File: src/rtl/ifu_axi_master_pkg.sv
// Shared AXI-lite bus macros and instruction-fetch FSM types.
// The macros are guarded so that an existing defines header may provide them first.
`ifndef AXI_ADDR_BUS
`define AXI_ADDR_BUS 31:0
`endif
`ifndef AXI_DATA_BUS
`define AXI_DATA_BUS 31:0
`endif
`ifndef AXI_RESP_BUS
`define AXI_RESP_BUS 1:0
`endif
`ifndef AXI_WSTRB_BUS
`define AXI_WSTRB_BUS 3:0
`endif
`ifndef INST_NOP
`define INST_NOP 32'h0000_0013
`endif
`ifndef AXI_RESP_OKAY
`define AXI_RESP_OKAY 2'b00
`endif

package ifu_axi_master_pkg;

    typedef enum logic [1:0] {
        S_IDLE,
        S_AR,
        S_R,
        S_OUT
    } fetch_state_t;

    localparam logic [31:0] IFU_RESET_PC = 32'h8000_0000;

endpackage

File: src/rtl/ifu_axi_master.sv
// Instruction-fetch AXI-lite master: one outstanding read per instruction,
// fetched word handed to decode over valid/ready; write channels tied off.
module ifu_axi_master
    import ifu_axi_master_pkg::*;
#(
    parameter logic [31:0] RESET_PC = IFU_RESET_PC,
    parameter int unsigned PC_STEP  = 4
) (
    input  logic                  clk,
    input  logic                  rst,
    input  logic                  redirect_valid,
    input  logic [`AXI_ADDR_BUS]  redirect_pc,
    output logic                  inst_valid,
    input  logic                  inst_ready,
    output logic [`AXI_DATA_BUS]  inst,
    output logic [`AXI_ADDR_BUS]  inst_pc,
    output logic                  inst_err,
    output logic [`AXI_ADDR_BUS]  araddr,
    output logic                  arvalid,
    input  logic                  arready,
    input  logic [`AXI_DATA_BUS]  rdata,
    input  logic [`AXI_RESP_BUS]  rresp,
    input  logic                  rvalid,
    output logic                  rready,
    output logic [`AXI_ADDR_BUS]  awaddr,
    output logic                  awvalid,
    input  logic                  awready,
    output logic [`AXI_DATA_BUS]  wdata,
    output logic [`AXI_WSTRB_BUS] wstrb,
    output logic                  wvalid,
    input  logic                  wready,
    input  logic [`AXI_RESP_BUS]  bresp,
    input  logic                  bvalid,
    output logic                  bready
);

    fetch_state_t         state_q;
    logic [`AXI_ADDR_BUS] pc_q;
    logic                 drop_q;
    logic [`AXI_ADDR_BUS] araddr_q;
    logic                 arvalid_q;
    logic                 rready_q;
    logic                 inst_valid_q;
    logic [`AXI_DATA_BUS] inst_q;
    logic [`AXI_ADDR_BUS] inst_pc_q;
    logic                 inst_err_q;

    logic [`AXI_ADDR_BUS] pc_step_d;
    logic [`AXI_ADDR_BUS] refetch_pc_d;
    logic                 unused_wr_chan;

    assign pc_step_d    = pc_q + PC_STEP;
    // A redirect in the same cycle as the retry must win over the stored pc.
    assign refetch_pc_d = redirect_valid ? redirect_pc : pc_q;

    always_ff @(posedge clk or posedge rst) begin
        if (rst) begin
            state_q      <= S_IDLE;
            pc_q         <= RESET_PC;
            drop_q       <= 1'b0;
            araddr_q     <= '0;
            arvalid_q    <= 1'b0;
            rready_q     <= 1'b0;
            inst_valid_q <= 1'b0;
            inst_q       <= `INST_NOP;
            inst_pc_q    <= '0;
            inst_err_q   <= 1'b0;
        end else begin
            unique case (state_q)
                S_IDLE: begin
                    pc_q      <= refetch_pc_d;
                    araddr_q  <= refetch_pc_d;
                    arvalid_q <= 1'b1;
                    state_q   <= S_AR;
                end
                S_AR: begin
                    // araddr is never touched here; a redirect only marks the read stale.
                    if (redirect_valid) begin
                        pc_q   <= redirect_pc;
                        drop_q <= 1'b1;
                    end
                    if (arready) begin
                        arvalid_q <= 1'b0;
                        rready_q  <= 1'b1;
                        state_q   <= S_R;
                    end
                end
                S_R: begin
                    if (rvalid && rready_q) begin
                        rready_q <= 1'b0;
                        if (drop_q || redirect_valid) begin
                            drop_q    <= 1'b0;
                            pc_q      <= refetch_pc_d;
                            araddr_q  <= refetch_pc_d;
                            arvalid_q <= 1'b1;
                            state_q   <= S_AR;
                        end else begin
                            inst_q       <= rdata;
                            inst_pc_q    <= pc_q;
                            inst_err_q   <= (rresp != `AXI_RESP_OKAY);
                            inst_valid_q <= 1'b1;
                            state_q      <= S_OUT;
                        end
                    end else if (redirect_valid) begin
                        pc_q   <= redirect_pc;
                        drop_q <= 1'b1;
                    end
                end
                S_OUT: begin
                    if (redirect_valid) begin
                        inst_valid_q <= 1'b0;
                        pc_q         <= redirect_pc;
                        araddr_q     <= redirect_pc;
                        arvalid_q    <= 1'b1;
                        state_q      <= S_AR;
                    end else if (inst_ready) begin
                        inst_valid_q <= 1'b0;
                        pc_q         <= pc_step_d;
                        araddr_q     <= pc_step_d;
                        arvalid_q    <= 1'b1;
                        state_q      <= S_AR;
                    end
                end
            endcase
        end
    end

    assign araddr     = araddr_q;
    assign arvalid    = arvalid_q;
    assign rready     = rready_q;
    assign inst_valid = inst_valid_q;
    assign inst       = inst_q;
    assign inst_pc    = inst_pc_q;
    assign inst_err   = inst_err_q;

    assign awaddr  = '0;
    assign awvalid = 1'b0;
    assign wdata   = '0;
    assign wstrb   = '0;
    assign wvalid  = 1'b0;
    assign bready  = 1'b0;

    assign unused_wr_chan = ^{awready, wready, bresp, bvalid};

endmodule

File: config.mk
export PLATFORM = sky130hd
export DESIGN_NAME = ifu_axi_master
export DESIGN_NICKNAME = d
export VERILOG_FILES = /design/src/rtl/ifu_axi_master_pkg.sv /design/src/rtl/ifu_axi_master.sv
export SDC_FILE = /design/constraint.sdc
export NUM_CORES = 1
export LEC_CHECK = 0
export ABC_AREA = 1
export BUFFER_PORTS_ARGS = -buffer_cell sky130_fd_sc_hd__buf_4
export CAP_MARGIN = 20
export CORE_MARGIN = 2
export CORE_UTILIZATION = 45
export CTS_CLUSTER_SIZE = 24
export DETAILED_ROUTE_END_ITERATION = 8
export PLACE_DENSITY = 0.74
export SLEW_MARGIN = 20
export SYNTH_ARGS = -nofsm -noshare
export SYNTH_HDL_FRONTEND = slang
export SYNTH_SLANG_ARGS = --single-unit
File: constraint.sdc
create_clock -name clk -period 5.9 [get_ports clk]
set_clock_uncertainty 0.05 [all_clocks]
set_input_delay 1.18 -clock clk [delete_from_list [all_inputs] [get_ports clk]]
set_output_delay 1.18 -clock clk [all_outputs]
set_load 0.01 [all_outputs]
==> results of run 1 <==
-- worst max-delay path by stage --
stage	start	endpoint	slack (ns)	cells after the start
floorplan	rst	araddr[0]	1.07	1
global placement	redirect_valid	araddr[16]	1.75	10
detailed placement	redirect_valid	araddr[16]	1.73	10
CTS	redirect_valid	araddr[16]	2.17	10
global route	redirect_valid	araddr[16]	1.91	10
finish	redirect_valid	araddr[16]	2.18	10
-- worst min-delay path: stages (launching register included) --
cell	delay [ns]
dfstp_2	0.36
nand2_1	0.05
nand2_1	0.05
-- per-layer routing --
metal | up-vias | GRT usage [%] | routed length [um]
met5 | - | 0 | 0
met4 | 0 | 7.737 | 286
met3 | 28 | 4.789 | 1146
met2 | 258 | 33.33 | 8040
met1 | 2766 | 31.13 | 8500
li1 | 3025 | - | -
-- cell usage in the layout, fill, tap and decap left out --
cell,n
xnor2_1,1
or2_2,18
nand2_1,351
clkbuf_8,3
dfstp_2,4
nor2_2,1
a21oi_1,10
nand4_1,4
inv_1,50
o21ai_2,6
nand2_2,1
xor2_1,1
clkinvlp_4,5
nor2_8,1
clkinv_2,2
bufinv_16,3
nor2_1,48
ha_1,4
or2_1,2
clkbuf_1,1
buf_4,174
inv_6,2
o32ai_1,1
conb_1,71
o21ai_0,68
and2_1,1
o31ai_1,1
nand3_1,77
clkbuf_16,17
a31oi_1,1
dfrtp_1,131
o211ai_1,1
inv_2,7
o21ai_1,1
nor2_4,3
nor3_1,4
-- per-stage QoR --
stage          hold slack, ns  util, %  std cells  setup WS, ns  area (sq um)
3_5_place_dp           0.4096    53.18       1255         1.729          8114
5_1_grt                0.4283    57.22       1287         1.908          8731
2_1_floorplan          0.3963        -        973         1.066          7302
3_3_place_gp           0.4030    53.18       1255         1.747          8114
6_report               0.4198    57.22       1287         2.177          8731
4_1_cts                0.4177    57.22       1287         2.170          8731
-- flip-flops by register name (all words and copies together), names as in the netlist --
signal,cells
araddr,32
arvalid,1
drop_q,1
inst,32
inst_err,1
inst_pc,32
inst_valid,1
pc_q,32
rready,1
state_q,2
-- power by group through the flow --
stage	Clock, uW	Sequential (uW)	Combinational (uW)
floorplan	0	1660	783
global placement	0	1560	1530
detailed placement	0	1560	1560
CTS	1120	1550	1570
global route	1170	1600	1750
finish	1100	1550	1550
-- Yosys cell counts, drive strengths merged --
cell	count	area (sq um)
or2	20	125.1
dfstp	4	105.1
o32ai	1	8.760
inv	58	217.7
nor2	53	240.2
xor2	1	8.760
o211ai	1	7.510
nand3	77	385.4
ha	4	50.05
conb	1	3.750
a21oi	10	50.05
o21ai	75	397.9
o31ai	1	7.510
a31oi	1	6.260
and2	1	6.260
nand2	352	1324
clkbuf	9	33.78
nand4	4	25.02
nor3	4	20.02
xnor2	1	8.760
buf	94	729.4
dfrtp	131	3278
-- layout make-up --
type / count / area, sq um / share of cell area [%]
Sequential cell: 135 / 3383 / 38.75
Multi-Input combinational cell: 677 / 2938 / 33.65
Timing Repair Buffer: 174 / 1306 / 14.96
Clock buffer: 21 / 470.5 / 5.388
Tap cell: 211 / 264.0 / 3.024
Inverter: 58 / 222.7 / 2.551
Clock inverter: 11 / 146.4 / 1.677
-- kinds of logic (layout without fill, tap and decap cells) --
kind of cell | Yosys count | in the layout
xor+xnor | 2 | 2
other cells | 1 | 71
buf+inv | 161 | 264
compound gates | 89 | 89
flops | 135 | 135
fa+ha+maj | 4 | 4
simple gates | 511 | 511
==> results.md, run 1 <==
* Status: completed
* Num CTS Buffers at 17
* Final HPWL DP at 12,760 um
* Post-route ant nets at 0
* Combinational share of power at 36.8%
* Filler Cell Count at 1,437
* WL per Instance at 13.97 um
* Unique cell type count in the Yosys netlist at 33
* Clock root buffer: clkbuf_16
* Iter 0 DRT Violations at 569
* Seq pwr share at 37.0%
* Starting Density at 46.13%
* Critical R2R Launch: state_q[0]
* Least-Margin Pin Slew at 0.9257 ns
* Share of layout cells above drive strength 1 at 22.96%
* Worst path bufs/invs at 4
* Vias in the first global route at 5,672
* Total Die Area at 16,660 sq um
* CTS H-Tree Depth at 4
* 1st-pass router iterations at 5
* Setup_tns at 0 ns
* Class of the most critical hold timing path: flip-flop to flip-flop
* Detailed-route via count at 6,077
* # IOs at 248
* # Max-Cap Violations at 0
* Required time of the critical path at 6.16 ns
* Cells after Synth at 903
* Crit end category: flip-flop
* WHS Endpoint: inst[0]
* Register area share after synthesis at 48.06%
* Post-CTS Setup Repair Bufs at 0
* Synth Area in Compound Gates at 6.790%
* Combinational family with the most area after synthesis: simple AND/OR/NAND/NOR gates
* CP cell instances: buf_4, inv_2, nand2_1, or2_1, nand2_1, inv_2, nand2_2, inv_2, nand3_1, nand2_1
* CP max-delay cell: inv_2
* Synth Area in Adders at 0.7110%
* RSZ-0062 raised after global routing: no
* Critical Path Source Type: input port
* Switching pwr at 1542 uW
* Post-Syn Area at 7039 sq um
* Worst hold stages at 2
* Maximum clock rate at 0.2686 GHz
* Sw frac at 36.65%
* WS Path Type: input port to flip-flop
* R2r worst-path depth at 9
* Initial antenna violation count at 0
* Minimum clock period at 3.723 ns
* Vias per cell at 4.722
* Die W at 129.1 um
* Ys Warns at 0
* Slowest stage delay, CP at 0.57 ns
* Worst path top cell family by delay: simple AND/OR/NAND/NOR gates
* Area share of and/or/nand/nor cells after synthesis at 30.20%
* Pint at 2665 uW
* Post-Syn Area per Cell at 7.795 sq um
* Pleak at 0.004740 uW
* Total track usage at 21.90%
* CORE AREA at 15,260 sq um
* Power density cells at 481.8 nW/um^2
* Worst skew pair latency at 0.43 ns
* Largest net degree at the start of global routing at 97
* Synth Register Bits at 135
* Critical hold path startpoint: inst[0]
* Clk sink count at 135
* Remaining Overflow, GRT at 0
* Hold buffers post-CTS at 0
* Post-synthesis mux area share at 0%
* Worst r2r dst: araddr[16]
* Slew Viols, Final at 0
* Post-CTS sizing at 0
* WL final at 17,970 um
* Final worst path period share at 63.11%
* Total chip power at 4207 uW
* Relative slew slack at 38.29%
* Critical path data arrival time at 3.98 ns
* Die H at 129.1 um
* Clk slew on worst S/H paths at 0.06 ns
* Fin nets at 1,144
* Ant diodes at 0
* Worst VDD drop at 0.2548 mV
* Power share of the clock group at 26.2%
* Setup violators final at 0
* CTS tree: done
* First-pass GRT wire length at 28,280 um
* Routability-driven placement congestion ratio at 0.9233
* Final Hold Vio Count at 0
* # DRC at 0
* Port buffer count at 171
* Worst reg2reg setup slack at 2.87 ns
* CTS max path bufs at 2
* Row count at 45
* Worst-path fanout max at 49
* Post-Synth XOR/XNOR Area at 0.2488%
* Area Growth Syn to Fin at 24.03%
(Power assumes the default switching activity.)
==> inputs of run 2 (changes only) <==
--- a/config.mk
+++ b/config.mk
@@ -5,7 +5,7 @@
 export SDC_FILE = /design/constraint.sdc
 export NUM_CORES = 1
 export LEC_CHECK = 0
-export ABC_AREA = 1
+export ABC_AREA = 0
 export BUFFER_PORTS_ARGS = -buffer_cell sky130_fd_sc_hd__buf_4
 export CAP_MARGIN = 20
 export CORE_MARGIN = 2
==> constraint.sdc (replaced) <==
create_clock -name clk -period 3.7 [get_ports clk]
set_clock_uncertainty 0.05 [all_clocks]
set_input_delay 0.74 -clock clk [delete_from_list [all_inputs] [get_ports clk]]
set_output_delay 0.74 -clock clk [all_outputs]
set_load 0.01 [all_outputs]
==> run 2 against run 1 <==
Compared with the run above: clock power is 64% higher; synthesized area is 3.4% higher; global-route usage is 0.12 points lower; critical path type is now flip-flop to flip-flop.
==> results.md, run 2 <==
* Initial antenna violation count at 0 (unchanged)
* Post-CTS Setup Repair Bufs at 0 (unchanged)
* Least-Margin Pin Slew at 0.7068 ns (-0.2189 ns)
* Most frequent cells in the layout: 182 x buf_4, 131 x dfrtp_1, 71 x nand2_1, 71 x conb_1, 66 x mux2_2
* WS Path Type: flip-flop to flip-flop
* Clk sink count at 135 (unchanged)
* Vias per cell at 5.355 (+13%)
* Largest net degree at the start of global routing at 76 (-22%)
* Post-Syn Area at 7278 sq um (+3.4%)
* Minimum clock period at 2.851 ns
* CTS H-Tree Depth at 4 (unchanged)
* # IOs at 248 (unchanged)
* Hold buffers post-CTS at 0 (unchanged)
* Pint at 3903 uW (+46%)
* Register area share after synthesis at 46.48% (-1.6 points)
* Final HPWL DP at 12,850 um (+0.66%)
* EDFF count, synth at 0 (unchanged)
* Largest cells by area after synthesis: dfrtp_1 45%, mux2_2 10%, buf_4 7.6%
* Worst VDD drop at 0.3131 mV (+23%)
* WL per Instance at 16.89 um (+21%)
* Remaining Overflow, GRT at 0 (unchanged)
* # Max-Cap Violations at 0 (unchanged)
* Worst-path fanout max at 17 (-65%)
* Required time of the critical path at 3.95 ns (-2.21 ns)
* # DRC at 0 (unchanged)
* Routability-driven placement congestion ratio at 0.8567 (-7.2%)
* Power density cells at 640.9 nW/um^2 (+33%)
* Worst reg2reg setup slack at 0.85 ns (-2.02 ns)
* Yosys top cell by area: dfrtp_1
* Hold slack at 0.2972 ns (-0.1226 ns)
* CTS tree: done
* Total Die Area at 17,210 sq um (+3.3%)
* Seq pwr share at 37.7% (+0.7 points)
* WL final at 18,490 um (+2.9%)
* CP cell instances: ha_1, and3_1, nand4_2, nor4_1, mux2i_1, a221o_1
* Post-CTS sizing at 0 (unchanged)
* Total track usage at 21.78% (-0.12 points)
* Slowest stage delay, CP at 0.64 ns (+0.07 ns)
* Fin nets at 947 (-17%)
* CP max-delay cell: nor4_1
* Iter 0 DRT Violations at 473 (-17%)
* CORE AREA at 15,830 sq um (+3.7%)
* Ant diodes at 0 (unchanged)
* Relative slew slack at 52.77% (+14 points)
* Row count at 46 (+2.2%)
* Cells after Synth at 716 (-21%)
* Worst r2r dst: pc_q[21]
* Ys async rst share at 100.0% (unchanged)
* Most common cell in the netlist: dfrtp_1
* Detailed-route via count at 5,864 (-3.5%)
* Vias in the first global route at 5,624 (-0.85%)
* Setup_tns at 0 ns (unchanged)
* CTS max path bufs at 2 (unchanged)
* Clock root buffer: clkbuf_16
* Combinational share of power at 31.4% (-5.4 points)
* Pleak at 0.004378 uW (-7.7%)
* Post-route ant nets at 0 (unchanged)
* Critical path data arrival time at 3.10 ns (-0.88 ns)
* Most used DFF post-synth: dfrtp_1
* Filler Cell Count at 1,413 (-1.7%)
* Starting Density at 45.98% (-0.15 points)
* Synth cell count leaders: 131 x dfrtp_1, 74 x buf_4, 71 x nand2_1
* Yosys top cell area share at 45.04% (-1.5 points)
* Port buffer count at 171 (unchanged)
* Power share of the clock group at 30.9% (+4.7 points)
* Crit end category: flip-flop
* Switching pwr at 1911 uW (+24%)
* Class of the most critical hold timing path: input port to asynchronous set/reset pin
* Synth Register Bits at 135 (unchanged)
* 1st-pass router iterations at 5 (unchanged)
* Final Hold Vio Count at 0 (unchanged)
* RSZ-0062 raised after global routing: no
* Worst skew pair latency at 0.42 ns (about the same)
* Setup crit end: pc_q[21]
* Ys Warns at 0 (unchanged)
* Unique cell type count in the Yosys netlist at 70 (+110%)
* Slew Viols, Final at 0 (unchanged)
* Die H at 131.2 um (+1.6%)
* Critical Path Source Type: flip-flop
* CP Launch Point: state_q[0]
* R2r worst-path depth at 6 (-3)
* Area Growth Syn to Fin at 24.62%
* Critical R2R Launch: state_q[0]
* Status: completed
* Share of layout cells above drive strength 1 at 34.36% (+11 points)
* Num CTS Buffers at 17 (unchanged)
* Die W at 131.2 um (+1.6%)
* Register area at 3383 sq um (unchanged)
* Clk slew on worst S/H paths at 0.06 ns (about the same)
* Most common cell after layout, fill and taps aside: buf_4
* Maximum clock rate at 0.3508 GHz
* Post-Syn Area per Cell at 10.17 sq um (+30%)
* Multi-input gate area at 3318 sq um (+13%)
* Sw frac at 32.87% (-3.8 points)
* First-pass GRT wire length at 29,950 um (+5.9%)
* Setup violators final at 0 (unchanged)
* Final worst path period share at 77.05%
-- run 2: cell types whose count changed after synthesis, sizes merged, moves of 13 or more --
| cell | previous run | this run |
|---|---|---|
| mux2 | 0 | 66 |
| inv | 58 | 10 |
| nor2 | 53 | 36 |
| clkbuf | 9 | 30 |
| nor4 | 0 | 13 |
| or2 | 20 | 0 |
| nand2 | 352 | 71 |
| a21oi | 10 | 27 |
| nand3 | 77 | 22 |
| o21ai | 75 | 44 |
-- run 2: layout make-up --
class,instances,area share (%)
Clock buffer,26,5.725
Clock inverter,6,1.228
Inverter,10,0.4552
Multi-Input combinational cell,517,36.58
Sequential cell,135,37.30
Tap cell,216,2.980
Timing Repair Buffer,185,15.73
-- run 2: per-layer routing --
layer  vias up  wire length (um)  global-route usage, %
met3        35              1729                  7.485
li1       2718                 -                      -
met1      2860              7669                  27.78
met4         0               428                  8.454
met5         -                 0                      0
met2       251              8663                  34.21
-- run 2: metrics by stage --
| step | util, % | cells | cell area, sq um | worst slack [ns] | total power, uW |
|---|---|---|---|---|---|
| floorplan | - | 786 | 7545 | 1.234 | 3224 |
| global placement | 53.32 | 1063 | 8439 | 0.9340 | 4002 |
| detailed placement | 53.32 | 1063 | 8439 | 0.9094 | 4046 |
| CTS | 57.30 | 1095 | 9070 | 0.8888 | 5864 |
| global route | 57.30 | 1095 | 9070 | 0.6470 | 6136 |
| finish | 57.30 | 1095 | 9070 | 0.8492 | 5813 |
-- run 2: power by group through the flow --
stage	Combinational, uW	Clock (uW)	Sequential (uW)
finish	1830	1800	2190
global route	2010	1880	2240
CTS	1850	1830	2190
detailed placement	1840	0	2210
global placement	1810	0	2190
floorplan	979	0	2240
-- run 2: how the worst min path moves through the flow --
stage	from	to	cells past startpoint	slack (ns)
detailed placement	araddr[10]	araddr[10]	1	0.42
finish	rst	inst[29]	2	0.30
CTS	rst	inst[21]	2	0.31
global placement	araddr[4]	araddr[4]	2	0.40
global route	rst	inst[23]	2	0.32
floorplan	pc_q[0]	inst_pc[0]	1	0.43
-- run 2: kinds of logic (layout without fill, tap and decap cells) --
group	count (synthesis)	count (layout)	share of synthesized area, %
buffers and inverters	134	227	11.81
xor gates and xnor gates	19	19	2.286
muxes	74	74	11.31
DFF	135	135	46.48
other	1	71	0.05152
and+or+nand+nor	208	208	14.42
AOI/OAI and AO/OA	141	141	12.94
adders and majority gates	4	4	0.6877
-- run 2: worst max-delay path: cells and delay by family (launching register included) --
kind                     cells  cell delay [ns]
adder cells (fa/ha/maj)      1             0.60
AO/OA/AOI/OAI                1             0.30
multiplexers                 1             0.18
flip-flops                   1             0.38
AND/OR/NAND/NOR              3             1.21
